$ cat src/rtl/mem_rmw_ctrl_pkg.sv
// ---------------------------------------------------------------------------
// mem_rmw_ctrl_pkg
// Shared definitions for the load/store data unit and its lane aligner:
//   - MEM_OP_WIDTH and the memory opcode encoding used on req_op
//   - FSM state encoding of mem_rmw_ctrl
//   - helper functions: access size (log2 bytes), store/unsigned/legal decode
// ---------------------------------------------------------------------------
package mem_rmw_ctrl_pkg;

    localparam int MEM_OP_WIDTH = 4;

    typedef enum logic [MEM_OP_WIDTH-1:0] {
        MEM_LB  = 4'd0,
        MEM_LH  = 4'd1,
        MEM_LW  = 4'd2,
        MEM_LD  = 4'd3,
        MEM_LBU = 4'd4,
        MEM_LHU = 4'd5,
        MEM_LWU = 4'd6,
        MEM_SB  = 4'd7,
        MEM_SH  = 4'd8,
        MEM_SW  = 4'd9,
        MEM_SD  = 4'd10
    } mem_op_e;

    typedef enum logic [1:0] {
        ST_IDLE = 2'd0,
        ST_RD   = 2'd1,
        ST_WR   = 2'd2,
        ST_RSP  = 2'd3
    } state_e;

    // log2 of the access size in bytes: 0 byte, 1 half, 2 word, 3 double.
    // Encodings outside the table report double so they are still
    // alignment-checked; they are rejected by op_is_legal anyway.
    function automatic logic [1:0] op_size(input logic [MEM_OP_WIDTH-1:0] op);
        case (op)
            MEM_LB, MEM_LBU, MEM_SB: return 2'd0;
            MEM_LH, MEM_LHU, MEM_SH: return 2'd1;
            MEM_LW, MEM_LWU, MEM_SW: return 2'd2;
            default:                 return 2'd3;
        endcase
    endfunction

    function automatic logic op_is_store(input logic [MEM_OP_WIDTH-1:0] op);
        return (op == MEM_SB) || (op == MEM_SH) || (op == MEM_SW) || (op == MEM_SD);
    endfunction

    function automatic logic op_is_unsigned(input logic [MEM_OP_WIDTH-1:0] op);
        return (op == MEM_LBU) || (op == MEM_LHU) || (op == MEM_LWU);
    endfunction

    function automatic logic op_is_legal(input logic [MEM_OP_WIDTH-1:0] op);
        return op <= MEM_SD;
    endfunction

endpackage

$ cat src/rtl/mem_rmw_ctrl_align.sv
// ---------------------------------------------------------------------------
// mem_lane_align
// Purely combinational byte-lane helper, shared with the D-cache fill path.
//   op          : memory opcode (selects size and signedness)
//   lane        : byte offset of the access inside the word
//   old_word    : word read from RAM
//   wdata       : LSB-justified store data
//   merged_word : old_word with the store lane(s) replaced by wdata
//   load_data   : old_word shifted down by lane, truncated and extended
// ---------------------------------------------------------------------------
module mem_lane_align
    import mem_rmw_ctrl_pkg::*;
#(
    parameter int DATA_W = 32,
    parameter int LANE_W = $clog2(DATA_W / 8)
)
(
    input  logic [MEM_OP_WIDTH-1:0] op,
    input  logic [LANE_W-1:0]       lane,
    input  logic [DATA_W-1:0]       old_word,
    input  logic [DATA_W-1:0]       wdata,
    output logic [DATA_W-1:0]       merged_word,
    output logic [DATA_W-1:0]       load_data
);

    localparam int NB  = DATA_W / 8;
    localparam int SHW = $clog2(DATA_W);

    logic [1:0]        size;
    logic [6:0]        acc_bits;
    logic [NB-1:0]     byte_mask;
    logic [DATA_W-1:0] wdata_sh;
    logic [DATA_W-1:0] rdata_sh;
    logic [DATA_W-1:0] low_mask;
    logic [SHW-1:0]    sign_idx;
    logic              sign_bit;

    always_comb begin
        size     = op_size(op);
        acc_bits = 7'd8 << size;

        // Bytes covered by the access. When the access spans the whole word
        // the shift wraps to zero and the subtraction yields all ones.
        byte_mask = ((NB'(1) << (4'd1 << size)) - NB'(1)) << lane;
        wdata_sh  = wdata << {lane, 3'b000};

        rdata_sh  = old_word >> {lane, 3'b000};
        // Same wrap trick: a full-width access keeps every bit.
        low_mask  = (DATA_W'(1) << acc_bits) - DATA_W'(1);
        // Clamp keeps the index in range for encodings wider than the word.
        sign_idx  = (acc_bits > 7'(DATA_W)) ? SHW'(DATA_W - 1) : SHW'(acc_bits - 7'd1);
        sign_bit  = rdata_sh[sign_idx] & ~op_is_unsigned(op);
        load_data = (rdata_sh & low_mask) | ({DATA_W{sign_bit}} & ~low_mask);
    end

    for (genvar gi = 0; gi < NB; gi++) begin : g_merge
        assign merged_word[8*gi +: 8] = byte_mask[gi] ? wdata_sh[8*gi +: 8]
                                                      : old_word[8*gi +: 8];
    end

endmodule

$ cat src/rtl/mem_rmw_ctrl.sv
// ---------------------------------------------------------------------------
// mem_rmw_ctrl
// Load/store data unit between the LSU and a word-wide RAM without byte
// enables. Partial stores are done as read-modify-write, full-word stores
// are written directly, loads are lane-extracted and sign/zero-extended.
// Misaligned or unsupported requests answer with rsp_err and never touch RAM.
//
// Ports:
//   clk, rst_n                      clock, asynchronous active-low reset
//   req_vld/req_rdy                 request handshake
//   req_op/req_addr/req_wdata       opcode, byte address, LSB-justified data
//   rsp_vld/rsp_rdy                 response handshake
//   rsp_rdata/rsp_err               extended load data (0 otherwise), error
//   mem_en/mem_we                   RAM strobe and write enable
//   mem_addr/mem_wdata/mem_rdata    word-aligned address, write/read words
//
// All outputs are registers; nothing on req_* reaches mem_* combinationally.
// ---------------------------------------------------------------------------
module mem_rmw_ctrl
    import mem_rmw_ctrl_pkg::*;
#(
    parameter int DATA_W = 32,
    parameter int ADDR_W = 32,
    parameter int RD_LAT = 1
)
(
    input  logic                    clk,
    input  logic                    rst_n,
    input  logic                    req_vld,
    output logic                    req_rdy,
    input  logic [MEM_OP_WIDTH-1:0] req_op,
    input  logic [ADDR_W-1:0]       req_addr,
    input  logic [DATA_W-1:0]       req_wdata,
    output logic                    rsp_vld,
    input  logic                    rsp_rdy,
    output logic [DATA_W-1:0]       rsp_rdata,
    output logic                    rsp_err,
    output logic                    mem_en,
    output logic                    mem_we,
    output logic [ADDR_W-1:0]       mem_addr,
    output logic [DATA_W-1:0]       mem_wdata,
    input  logic [DATA_W-1:0]       mem_rdata
);

    localparam int         LANE_W    = $clog2(DATA_W / 8);
    localparam logic [1:0] FULL_SIZE = (DATA_W == 64) ? 2'd3 : 2'd2;

    // Captured request and FSM state
    state_e                  state_reg;
    logic [MEM_OP_WIDTH-1:0] op_reg;
    logic [DATA_W-1:0]       wdata_reg;
    logic [LANE_W-1:0]       lane_reg;
    logic [2:0]              cnt_reg;
    logic [DATA_W-1:0]       rbuf_reg;

    // Registered outputs
    logic                    req_rdy_reg;
    logic                    rsp_vld_reg;
    logic                    rsp_err_reg;
    logic [DATA_W-1:0]       rsp_rdata_reg;
    logic                    mem_en_reg;
    logic                    mem_we_reg;
    logic [ADDR_W-1:0]       mem_addr_reg;
    logic [DATA_W-1:0]       mem_wdata_reg;

    // Accept-time decode of the incoming request
    logic [1:0]              req_size;
    logic                    req_misaligned;
    logic                    req_unsupported;
    logic                    req_error;
    logic                    req_full_store;

    // Read-capture path
    logic                    rd_capture;
    logic [DATA_W-1:0]       rbuf_next;
    logic [DATA_W-1:0]       merged_word;
    logic [DATA_W-1:0]       load_data;

    always_comb begin
        req_size = op_size(req_op);
        case (req_size)
            2'd0:    req_misaligned = 1'b0;
            2'd1:    req_misaligned = req_addr[0];
            2'd2:    req_misaligned = |req_addr[1:0];
            default: req_misaligned = |req_addr[2:0];
        endcase
        req_unsupported = !op_is_legal(req_op) ||
                          ((DATA_W == 32) &&
                           ((req_op == MEM_LD) || (req_op == MEM_SD) || (req_op == MEM_LWU)));
        req_error       = req_misaligned || req_unsupported;
        req_full_store  = op_is_store(req_op) && (req_size == FULL_SIZE);
    end

    // The RAM word is aligned in the same cycle it is captured so that the
    // merged write word and the extended load value are ready as registers
    // on the following cycle.
    assign rd_capture = (state_reg == ST_RD) && (cnt_reg == 3'(RD_LAT));
    assign rbuf_next  = rd_capture ? mem_rdata : rbuf_reg;

    mem_lane_align #(
        .DATA_W (DATA_W),
        .LANE_W (LANE_W)
    ) u_align (
        .op          (op_reg),
        .lane        (lane_reg),
        .old_word    (rbuf_next),
        .wdata       (wdata_reg),
        .merged_word (merged_word),
        .load_data   (load_data)
    );

    always_ff @(posedge clk or negedge rst_n) begin
        if (!rst_n) begin
            state_reg     <= ST_IDLE;
            op_reg        <= '0;
            wdata_reg     <= '0;
            lane_reg      <= '0;
            cnt_reg       <= '0;
            rbuf_reg      <= '0;
            req_rdy_reg   <= 1'b1;
            rsp_vld_reg   <= 1'b0;
            rsp_err_reg   <= 1'b0;
            rsp_rdata_reg <= '0;
            mem_en_reg    <= 1'b0;
            mem_we_reg    <= 1'b0;
            mem_addr_reg  <= '0;
            mem_wdata_reg <= '0;
        end else begin
            case (state_reg)
                ST_IDLE: begin
                    if (req_vld) begin
                        op_reg        <= req_op;
                        wdata_reg     <= req_wdata;
                        lane_reg      <= req_addr[LANE_W-1:0];
                        cnt_reg       <= '0;
                        req_rdy_reg   <= 1'b0;
                        rsp_rdata_reg <= '0;
                        if (req_error) begin
                            state_reg   <= ST_RSP;
                            rsp_vld_reg <= 1'b1;
                            rsp_err_reg <= 1'b1;
                        end else begin
                            mem_en_reg   <= 1'b1;
                            mem_addr_reg <= {req_addr[ADDR_W-1:LANE_W], {LANE_W{1'b0}}};
                            if (req_full_store) begin
                                state_reg     <= ST_WR;
                                mem_we_reg    <= 1'b1;
                                mem_wdata_reg <= req_wdata;
                            end else begin
                                state_reg     <= ST_RD;
                                mem_we_reg    <= 1'b0;
                            end
                        end
                    end
                end

                ST_RD: begin
                    // Strobe only in the first RD cycle; then wait out the latency.
                    mem_en_reg <= 1'b0;
                    cnt_reg    <= cnt_reg + 3'd1;
                    if (rd_capture) begin
                        cnt_reg  <= '0;
                        rbuf_reg <= mem_rdata;
                        if (op_is_store(op_reg)) begin
                            state_reg     <= ST_WR;
                            mem_en_reg    <= 1'b1;
                            mem_we_reg    <= 1'b1;
                            mem_wdata_reg <= merged_word;
                        end else begin
                            state_reg     <= ST_RSP;
                            rsp_vld_reg   <= 1'b1;
                            rsp_rdata_reg <= load_data;
                        end
                    end
                end

                ST_WR: begin
                    mem_en_reg  <= 1'b0;
                    mem_we_reg  <= 1'b0;
                    state_reg   <= ST_RSP;
                    rsp_vld_reg <= 1'b1;
                end

                ST_RSP: begin
                    if (rsp_rdy) begin
                        state_reg     <= ST_IDLE;
                        req_rdy_reg   <= 1'b1;
                        rsp_vld_reg   <= 1'b0;
                        rsp_err_reg   <= 1'b0;
                        rsp_rdata_reg <= '0;
                    end
                end

                default: state_reg <= ST_IDLE;
            endcase
        end
    end

    assign req_rdy   = req_rdy_reg;
    assign rsp_vld   = rsp_vld_reg;
    assign rsp_err   = rsp_err_reg;
    assign rsp_rdata = rsp_rdata_reg;
    assign mem_en    = mem_en_reg;
    assign mem_we    = mem_we_reg;
    assign mem_addr  = mem_addr_reg;
    assign mem_wdata = mem_wdata_reg;

endmodule
$ cat config.mk
export PLATFORM = sky130hd
export DESIGN_NAME = mem_rmw_ctrl
export DESIGN_NICKNAME = d
export VERILOG_FILES = /design/src/rtl/mem_rmw_ctrl_pkg.sv /design/src/rtl/mem_rmw_ctrl_align.sv /design/src/rtl/mem_rmw_ctrl.sv
export SDC_FILE = /design/constraint.sdc
export NUM_CORES = 1
export LEC_CHECK = 0
export BUFFER_PORTS_ARGS = -buffer_cell sky130_fd_sc_hd__buf_2
export CORE_ASPECT_RATIO = 0.75
export CORE_MARGIN = 2
export CORE_UTILIZATION = 54
export DETAILED_ROUTE_END_ITERATION = 6
export PLACE_DENSITY = 0.8
export SETUP_SLACK_MARGIN = 0.4
export SKIP_LAST_GASP = 1
export SLEW_MARGIN = 5
export SYNTH_ARGS = -nofsm -noshare
export SYNTH_HDL_FRONTEND = slang
export SYNTH_SLANG_ARGS = --single-unit
$ cat constraint.sdc
create_clock -name clk -period 3.1 [get_ports clk]
set_input_delay 0.62 -clock clk [delete_from_list [all_inputs] [get_ports clk]]
set_output_delay 0.62 -clock clk [all_outputs]
set_load 0.02 [all_outputs]
After elaboration in Yosys (flattened, before gate mapping)
Memories as Yosys holds them, arrays and structs flattened. Index checks and enable logic that the tools add are counted.

Mux-type cells: 51. Shift-type cells: 7. Reductions and logical operators: 34. Bitwise logic cells: 7. Magnitude comparators: 3. Add/sub/neg operators: 4. Equal/unequal tests: 27.

Operators with widths (count): $mux W32 (10); $pmux W32 S3 (1); $and A32 B32 Y32 (2); $pmux W32 S2 (1); $mux W8 (4); $not A32 Y32 (1); $or A32 B32 Y32 (1); $shl A1 B7 Y32 const A (1); $shl A32 B5 Y32 (1); $shr A32 B5 Y32 (1); $sub A32 B2 Y32 const B (1); $eq A4 B3 Y1 const B (6); $eq A4 B4 Y1 const B (6); $mux W1 (18); $reduce_and A5 Y1 (3); $ne A2 B2 Y1 const B (7); $logic_or A1 B1 Y1 (12); $reduce_and A3 Y1 (4); $mux W2 (5); $pmux W1 S3 (3); $pmux W2 S4 (1); $gt A7 B6 Y1 const B (1); $shl A4 B2 Y7 const A (1); $eq A2 B2 Y1 const B (3); 30 further kinds (39).

Memories kept: 2. Input bits: 104. Register bits: 174. Word-level logic and storage cells: 149. Output and inout bits: 101. Memory bits (read-only): 64.

Memory list: (no name shown) (depth 16, width 2, read ports 1, clocked after memory_dff 0, write ports 0, line mem_rmw_ctrl_pkg.sv:37) `case (op)`; (no name shown) (depth 16, width 2, read ports 1, clocked after memory_dff 0, write ports 0, line mem_rmw_ctrl_pkg.sv:37).

Depth between registers and ports, before layout
Gate-level depths: netlist (run 1).

Depth after elaboration: 12. Mapped depth: 11. Gate-level depth less buffers: 8.

Modules after synthesis
Synthesis (run 1) repeated with hierarchy kept, for this count alone.

Cell total of the unflattened synthesis: 877. Area total of the unflattened synthesis: 9485.3 sq um.

Modules (own cells, without submodules): mem_rmw_ctrl (cells each 621, seq. area each 4355.4 sq um, area an instance 7594.8 sq um, times used 1); mem_lane_align (cells each 256, seq. area each 0.0 sq um, area an instance 1890.6 sq um, times used 1).

Worst setup path before layout (run 1)
OpenSTA, ideal clock, no wires.

Kind: register to register. Start point: register op_reg[3]. End point: register mem_wdata_reg[24], in the netlist mem_wdata[24]. Period minus slack after synthesis: 2.400 ns. Path buffers: 2. Stages on the path, launching flop included: 11. Slack: 0.700 ns. Arrival: 2.323 ns. Setup time: 0.077 ns. Cell sequence: dfrtp_1 > buf_4 > and4b_1 > nor2_1 > buf_2 > ha_1 > mux2i_1 > a22oi_1 > a311oi_1 > a221oi_1 > o21ai_1.

Word-level cells in the longest chain between the ends: 9.

Ends and longest elaborated chain: from (decl) (line mem_rmw_ctrl.sv:50) `logic [MEM_OP_WIDTH-1:0] op_reg;`; from (signal assigned) (line mem_rmw_ctrl.sv:132) `op_reg <= req_op;`; $mem_v2 Z16 W2; $shl A1 B2 Y4 (line mem_rmw_ctrl_align.sv:44) `byte_mask = ((NB'(1) << (4'd1 << size)) - NB'(1)) << lane;`; $shl A1 B4 Y4 (line mem_rmw_ctrl_align.sv:44); $sub A4 B2 Y4 (line mem_rmw_ctrl_align.sv:44); $shl A4 B2 Y4 (line mem_rmw_ctrl_align.sv:44); $mux W8 (line mem_rmw_ctrl_align.sv:57) `assign merged_word[8*gi +: 8] = byte_mask[gi] ? wdata_sh[8*gi +: 8]`; $mux W32 (line mem_rmw_ctrl.sv:164) `if (op_is_store(op_reg)) begin`; $mux W32 (line mem_rmw_ctrl.sv:161) `if (rd_capture) begin`; $pmux W32 S2 (line mem_rmw_ctrl.sv:129) `case (state_reg)`; to (signal assigned) (line mem_rmw_ctrl.sv:148) `mem_wdata_reg <= req_wdata;`; to (signal assigned) (line mem_rmw_ctrl.sv:168) `mem_wdata_reg <= merged_word;`; to (decl) (line mem_rmw_ctrl.sv:64) `logic [DATA_W-1:0] mem_wdata_reg;`.

Several ways; a longest one is shown, not always the timed one. The select of a mux whose other input is x is not followed. A chain may end at the register's enable or synchronous reset.

Final worst setup path (run 1)
Start point: register state_reg[1]. End point: register mem_wdata_reg[26], in the netlist mem_wdata[26].

Word-level cells in the longest chain between the ends: 7.

Ends and longest elaborated chain: from (decl) (line mem_rmw_ctrl.sv:49) `state_e state_reg;`; from (signal assigned) (line mem_rmw_ctrl.sv:114) `state_reg <= ST_IDLE;`; from (signal assigned) (line mem_rmw_ctrl.sv:139) `state_reg <= ST_RSP;`; from (signal assigned) (line mem_rmw_ctrl.sv:146) `state_reg <= ST_WR;`; $eq A2 B1 Y1 (line mem_rmw_ctrl.sv:97, mem_rmw_ctrl.sv:129); $logic_and A1 B1 Y1 (line mem_rmw_ctrl.sv:97) `assign rd_capture = (state_reg == ST_RD) && (cnt_reg == 3'(RD_LAT));`; $mux W32; $mux W8 (line mem_rmw_ctrl_align.sv:57); $mux W32 (line mem_rmw_ctrl.sv:164); $mux W32 (line mem_rmw_ctrl.sv:161); $pmux W32 S2 (line mem_rmw_ctrl.sv:129).

Several ways; a longest one is shown, not always the timed one. The select of a mux whose other input is x is not followed.

==> results of run 1 <==
-- stage by stage --
stage / utilization (%) / area [um2] / std cells
after detailed placement: 63.39 / 9713 / 1136
final: 67.27 / 10310 / 1167
after global routing: 67.27 / 10310 / 1167
after CTS: 67.03 / 10270 / 1167
after floorplan: - / 8489 / 761
after global placement: 63.39 / 9713 / 1136
-- logic make-up after synthesis --
| kind of cell | Yosys count | share of synthesized area [%] |
|---|---|---|
| DFF | 174 | 51.33 |
| muxes | 153 | 19.65 |
| and+or+nand+nor | 138 | 7.520 |
| other | 1 | 0.04419 |
| adders and majority gates | 8 | 1.180 |
| buffers and inverters | 90 | 4.748 |
| AOI/OAI and AO/OA | 196 | 15.53 |
-- path summary, 6_finish.rpt --
kind | start | end | slack [ps] | depth (start not counted)
max | state_reg[1] | mem_wdata[26] | 570 | 9
min | rst_n | mem_addr[6] | 200 | 1
max reg2reg | state_reg[1] | mem_wdata[26] | 570 | 9
min reg2reg | mem_wdata[6] | mem_wdata[6] | 470 | 2
max in group asynchronous | rst_n | rbuf_reg[4] | 2050 | 2
min in group clk | req_addr[9] | mem_addr[9] | 420 | 2
-- worst max-delay path, cell delays in order, from the launching register on --
cell	delay (ps)
dfrtp_1	410
inv_1	100
ha_1	260
buf_6	230
clkinvlp_4	200
buf_4	260
or3_1	540
o2bb2ai_1	230
a221oi_1	70
o21ai_1	150
-- layout by cell type, fill, tap and decap left out, types with 20 or more instances in the layout --
master and count:
nand2_1 81, mux2_2 81, a21oi_1 27, dfrtp_1 173
buf_4 22, o21ai_0 55, buf_2 201, nor2_1 20
inv_1 30, mux2i_1 68
-- report_power, final --
| group | internal [mW] | switching, mW |
|---|---|---|
| registers | 3.24 | 0.626 |
| logic | 2.26 | 3.57 |
| clock network | 1.15 | 0.890 |
-- layer usage --
layer | up-vias | GRT usage (%) | routed length, um
li1 | 3126 | - | -
met1 | 3364 | 43.16 | 10510
met2 | 332 | 40.52 | 10250
met3 | 17 | 7.886 | 2416
met4 | 0 | 6.540 | 196
met5 | - | 0 | 0
-- repair_timing --
| item | 4_1_cts | 5_1_grt |
|---|---|---|
| resized for setup | 1 | 9 |
| endpoints found under the setup margin | 8 | 29 |
| hold buffers | 0 | 0 |
-- area by class of cell --
cell class,count,area (um2),share of cell area [%]
inverters,32,123.9,1.202
well taps,205,256.5,2.488
flip-flops and latches,174,4355,42.26
repair buffers,228,1254,12.16
clock buffers,22,464.2,4.504
multi-input cells,497,3767,36.55
clock inverters,9,86.33,0.8376
==> results.md, run 1 <==
Outcome:
- The run finished with clean final reports.

STA:
- The final hold violation count is 0.
- The worst clock skew is 7.957 ps.
- The clock period could shrink to 2533 ps.
- Measured against its own limit, the worst slew margin works out to 45.64%.
- Dividing the final minimum period by the clock period gives 81.70%.
- The setup violation total in the final timing report is 0.
- Timing would allow up to 394.9 MHz.
- For the final routed database, the setup TNS stands at 0 ps.
- Hold is met by 196.2 ps.
- Setup repair after global routing could not meet its margin everywhere.
- The transition time at the pin with the least slew margin is 813.4 ps.
- Once routing completed, OpenROAD measured the worst setup slack at 567.5 ps.
- The number of pins with negative max-slew slack in the final report is 0.

Worst setup path:
- The category of the worst setup path capture point is a register.
- STA classifies the critical path startpoint as a register.
- The setup path with the least slack is of type reg -> reg.
- The largest fanout on the critical path is 21.
- STA puts the critical path data required time at 3450 ps.
- The arrival time of data at the critical path endpoint is 2890 ps.

Global routing:
- Global routing finished with a remaining overflow of 0.
- The maximum number of pins on one net before global-route repair is 68.
- The total routing usage reported by global routing is 28.32%.
- The number of global-route vias before repair came to 6,335.
- The initial antenna violation count is 0.
- The wire length of the first global-routing pass is 35,910 um.

Detailed routing:
- The number of optimization iterations in the first detailed-route pass is 6.
- The number of DRC markers after the initial detailed-route iteration is 729.
- The number of remaining DRC errors is 0.
- The residual antenna-violating net count after detailed routing is 0.
- The via-per-instance ratio is 5.860.
- Summing over every cut layer, the via total after detailed routing is 6,839.
- The routed wire length per instance is 20.03 um.
- The total detailed-routing wirelength is 23,370 um.

Cells and area:
- The net count of the finished layout is 1,062.
- The repair_antennas step left the layout with diodes totalling 0.
- Fill cells in the final layout number 1,172.
- The post-route netlist has 37.32% of its cells at a drive strength greater than 1.
- The relative area change from synthesis to final layout is 21.47%.

Logic synthesis:
- For this run, the leading register cell type out of synthesis is dfrtp_1.
- The share of the Yosys chip area taken by registers is 51.33%.
- The netlist uses 60 different library cells.
- In this run, synthesis inferred 0 flip-flops with an integrated enable.
- The library cell occupying the most area in the post-synthesis netlist is dfrtp_1.
- The Yosys step of the flow raised 0 warnings.
- In the post-synthesis netlist, the cell with the most instances is dfrtp_1.
- The share of synthesized area in the top cell type comes to 51.02%.
- The number of standard cells after synthesis is 760.
- The commonest cells after synthesis are dfrtp_1, nand2_1, mux2_2.
- The total standard cell area after synthesis is 8486 um2.
- After synthesis, the cell types taking the most area are dfrtp_1, mux2_2, mux2i_1.
- After synthesis the netlist holds a flip-flop and latch count of 174.
- The fraction of synthesis flops using an asynchronous set or reset pin is 100.0%.
- The per-instance average area after synthesis is 11.17 um2.

Clocking:
- The clock drives 174 sinks.
- The H-tree was split into 4 levels.
- Counting along the longest clock path gives a buffer depth of 2.
- The CTS tree is done.
- The source-to-sink clock delay at the later pin of the worst-skew pair is 430 ps.
- The cell sitting at the root of the clock tree is a clkbuf_16.
- After clock tree synthesis, the clock-pin slew on the worst setup and hold paths is 70 ps.
- The total clock buffers created by CTS is 17.
- Post-CTS timing repair inserted 0 buffers for setup.

Hold path:
- The class of the worst hold path is in -> async.

Placement:
- The congestion estimate from routability-driven global placement came to 0.8838.
- The count of buffers from port buffering is 202.
- The setup slack after placement is 276.7 ps.
- Detailed placement finished with a half-perimeter wire length of 17,300 um.

Pwr:
- The power density over the cells is 1138 nW/um2.
- The cell leakage power is 5.187 nW.
- Across the VDD grid, the largest voltage drop is 0.5295 mV.
- The total power draw is 11.73 mW.

Flow run:
- The number of max-cap violations is 0.

Floorplanning:
- The chip width is 148.8 um.
- The placeable core area is 15,320 um2.
- The effective utilization at floorplan is 55.38%.
- The boundary pin count is 205.
- The vertical die dimension is 112.6 um.
- The number of placement rows is 39.
- The area enclosed by the die boundary is 16,740 um2.
Power figures use the tool's default switching activity.
==> run 2: changes to the inputs <==
==> constraint.sdc (replaced) <==
create_clock -name clk -period 2.4 [get_ports clk]
set_input_delay 0.48 -clock clk [delete_from_list [all_inputs] [get_ports clk]]
set_output_delay 0.48 -clock clk [all_outputs]
set_load 0.02 [all_outputs]
==> run 2 against run 1 <==
The flow now finishes with violations (setup timing). Wire length increased by 45%. Non-clock buffer count up 100. Combinational power up 100%. Register-to-register slack worse by 630 ps. Count of clock-buffer cells in the layout is 3 lower. Maximum frequency rose by 2.7%. Flip-flop and latch count stayed put. Clock power rose by 30%. Worst hold slack improved by 53 ps. Core utilization grew 14 points. Final area up 22%. Largest cell class is now multi-input combinational cells. Highest routed layer unchanged.
==> results.md, run 2 (synthesized netlist as in run 1, its figures left out) <==
STA:
- The final sum of negative setup slack was -66.09 ps (was 0 ps).
- The worst setup margin came to -66.09 ps (was 567.5 ps).
- The transition time at the pin with the least slew margin is 584.2 ps (was 813.4 ps).
- The period utilization was 102.8% (was 81.70%).
- The number of pins with negative max-slew slack in the final report is 0 (unchanged).
- The minimum period implied by the final worst setup slack is 2466 ps (was 2533 ps).
- The relative max-transition margin was 60.86% (was 45.64%).
- The worst clock skew is 9.997 ps (was 7.957 ps).
- The fmax was 405.5 MHz (was 394.9 MHz).
- Unrepaired setup endpoints after global routing: true (unchanged).
- The setup violation total in the final timing report was 1 (was 0).
- The final hold violation count was 0 (unchanged).

Global routing:
- The number of global-route vias before repair is 7,374 (was 6,335).
- The total grt overflow is 0 (unchanged).
- The wire length of the first global-routing pass is 41,970 um (was 35,910 um).
- The total routing usage reported by global routing is 33.22% (was 28.32%).
- The initial antenna violation count was 0 (unchanged).
- The maximum number of pins on one net before global-route repair is 65 (was 68).

Worst setup path:
- The cell family contributing the most delay on the critical path was compound AO/OA/AOI/OAI gates (was buffers and inverters).
- The critical-path cell with the highest stage delay is dfrtp_2 (was or3_1).
- The worst setup slack for register-to-register paths was -70 ps (was 570 ps).
- Critical-path cell list: nor4b_4 -> a31oi_4 -> ha_4 -> nor2b_4 -> buf_6 -> o2bb2ai_4 -> nand2_4 -> a211oi_1 -> o31ai_1 (was inv_1 -> ha_1 -> buf_6 -> clkinvlp_4 -> buf_4 -> or3_1 -> o2bb2ai_1 -> a221oi_1 -> o21ai_1).
- The data required time of the worst path is 2720 ps (was 3450 ps).
- The largest fanout on the critical path was 8 (was 21).
- The capturing point of the worst reg2reg path is mem_wdata[16] (was mem_wdata[26]).
- The category of the worst setup path capture point is a register (unchanged).
- The number of buffers and inverters on the critical path is 1 (was 4).
- The length in cells of the worst reg-to-reg path is 9 (unchanged).
- The arrival time of data at the critical path endpoint came to 2780 ps (was 2890 ps).
- The source of the worst register-to-register timing path was op_reg[2] (was state_reg[1]).
- The startpoint class of the critical path is a register (unchanged).
- The critical path's largest stage delay is 470 ps (was 540 ps).
- The kind of critical path is reg -> reg (unchanged).

Detailed routing:
- The highest layer used for signal routing was met4 (unchanged).
- The via total after detailed routing came to 8,389 (was 6,839).
- The number of DRC markers after the initial detailed-route iteration was 1,209 (was 729).
- The total detailed-routing wirelength came to 33,780 um (was 23,370 um).
- The routed wire length per instance came to 26.62 um (was 20.03 um).
- The wire length on met2 is 14,940 um (was 10,250 um).
- The number of remaining DRC errors was 0 (unchanged).
- The length of routed wiring on met1 is 12,530 um (was 10,510 um).
- The via-per-instance ratio came to 6.611 (was 5.860).
- The number of optimization iterations in the first detailed-route pass is 6 (unchanged).
- The wire length on met3 is 4544 um (was 2416 um).
- The residual antenna-violating net count after detailed routing is 0 (unchanged).

Floorplanning:
- The boundary pin count came to 205 (unchanged).
- The number of placement rows is 39 (unchanged).
- The vertical die dimension is 112.6 um (unchanged).
- The area enclosed by the die boundary is 16,740 um2 (unchanged).
- The placeable core area is 15,320 um2 (unchanged).
- The effective utilization at floorplan is 55.38% (unchanged).
- The chip width is 148.8 um (unchanged).

Placement:
- The standard cell area after detailed placement is 10,310 um2 (was 9713 um2).
- The weighted congestion at the end of routability-driven global placement is 0.8817 (was 0.8838).
- The post-DP HPWL is 17,570 um (was 17,300 um).
- The count of buffers from port buffering is 202 (unchanged).

Pwr:
- The largest voltage drop on the vdd net came to 0.7953 mV (was 0.5295 mV).
- The power density over the cells is 1589 nW/um2 (was 1138 nW/um2).
- The cell leakage power is 6.017 nW (was 5.187 nW).
- The total power draw is 19.90 mW (was 11.73 mW).

Cells and area:
- The number of inserted diodes is 0 (unchanged).
- The share of the core filled with cells in the final layout is 81.74% (was 67.27%).
- The relative area change from synthesis to final layout is 47.60% (was 21.47%).
- The most common library cell in the layout ignoring fill and taps is buf_2 (unchanged).
- The share of cells above drive strength 1 was 55.92% (was 37.32%).
- Commonest cells after routing, fill and taps aside: buf_2, dfrtp_1, buf_4 (was buf_2, dfrtp_1, nand2_1, mux2_2, mux2i_1).
- The post-layout instance area is 12,520 um2 (was 10,310 um2).
- The net count of the finished layout is 1,163 (was 1,062).
- The number of filler instances in the final layout is 758 (was 1,172).

Clocking:
- The total number of H-tree levels came to 4 (unchanged).
- The clock-pin slew of the registers on the worst-case setup and hold paths is 70 ps (about the same).
- The CTS tree was done (unchanged).
- The buffer depth of the longest clock path is 2 (unchanged).
- The source-to-sink clock delay at the later pin of the worst-skew pair is 450 ps (was 430 ps).
- The total clock buffers created by CTS is 17 (unchanged).
- The number of clock sinks seen by CTS was 174 (unchanged).
- The clock tree root buffer cell is clkbuf_16 (unchanged).

Flow run:
- The number of max-cap violations was 0 (unchanged).

Hold path:
- The number of cells traversed by the worst hold path is 2.
- For hold timing, the worst endpoint is mem_addr[26].
- The worst hold path startpoint is req_addr[26].
- The class of the worst hold path was in -> reg (was in -> async).

Outcome:
- Result of the run: finished with violations (was complete, no violations).
- The checks that failed: setup timing.
run 2: worst max-delay path by stage:
stage / to / cells after the start / from / slack [ps]
final: mem_wdata[16] / 9 / op_reg[2] / -70
after global routing: mem_wdata[16] / 9 / op_reg[2] / -40
after CTS: mem_wdata[31] / 9 / op_reg[1] / 220
after detailed placement: mem_wdata[25] / 8 / op_reg[3] / -40
after global placement: mem_wdata[25] / 8 / op_reg[3] / 80
after floorplan: rsp_rdata[17] / 10 / state_reg[1] / 130
run 2: report_power, final:
group	leakage [nW]	internal, mW	switching, mW
logic	3.59	5.30	6.62
registers	2.16	4.20	1.11
clock network	0.265	1.38	1.28
run 2: through the flow:
step,worst slack (ps),cells,hold slack (ps)
CTS,216.8,1240,259.2
global route,-43.25,1269,254.2
detailed placement,-40.51,1170,417.7
finish,-66.09,1269,249.0
global placement,79.15,1170,419.4
floorplan,126.4,761,184.4
run 2: repair_timing:
action / in CTS / in global routing
pin swaps: 33 / 36
endpoints found under the setup margin: 66 / 138
hold buffers: 1 / 0
resized for setup: 108 / 117
gates cloned: 4 / 10
hold endpoints to repair: 37 / 0
buffers inserted: 33 / 19
run 2: layer usage:
layer	vias up	GRT usage (%)
met5	-	0
met4	0	9.841
met3	214	9.268
met2	798	50.31
met1	4036	47.29
li1	3341	-
run 2: area by class of cell:
cell class	instances	area (um2)	share of cell area (%)
clock buffer	19	442.9	3.536
multi-input combinational	498	4816	38.45
sequential	174	4362	34.83
clock inverter	13	107.6	0.8591
timing repair buffer	328	2410	19.24
inverter	32	130.1	1.039
tap	205	256.5	2.048
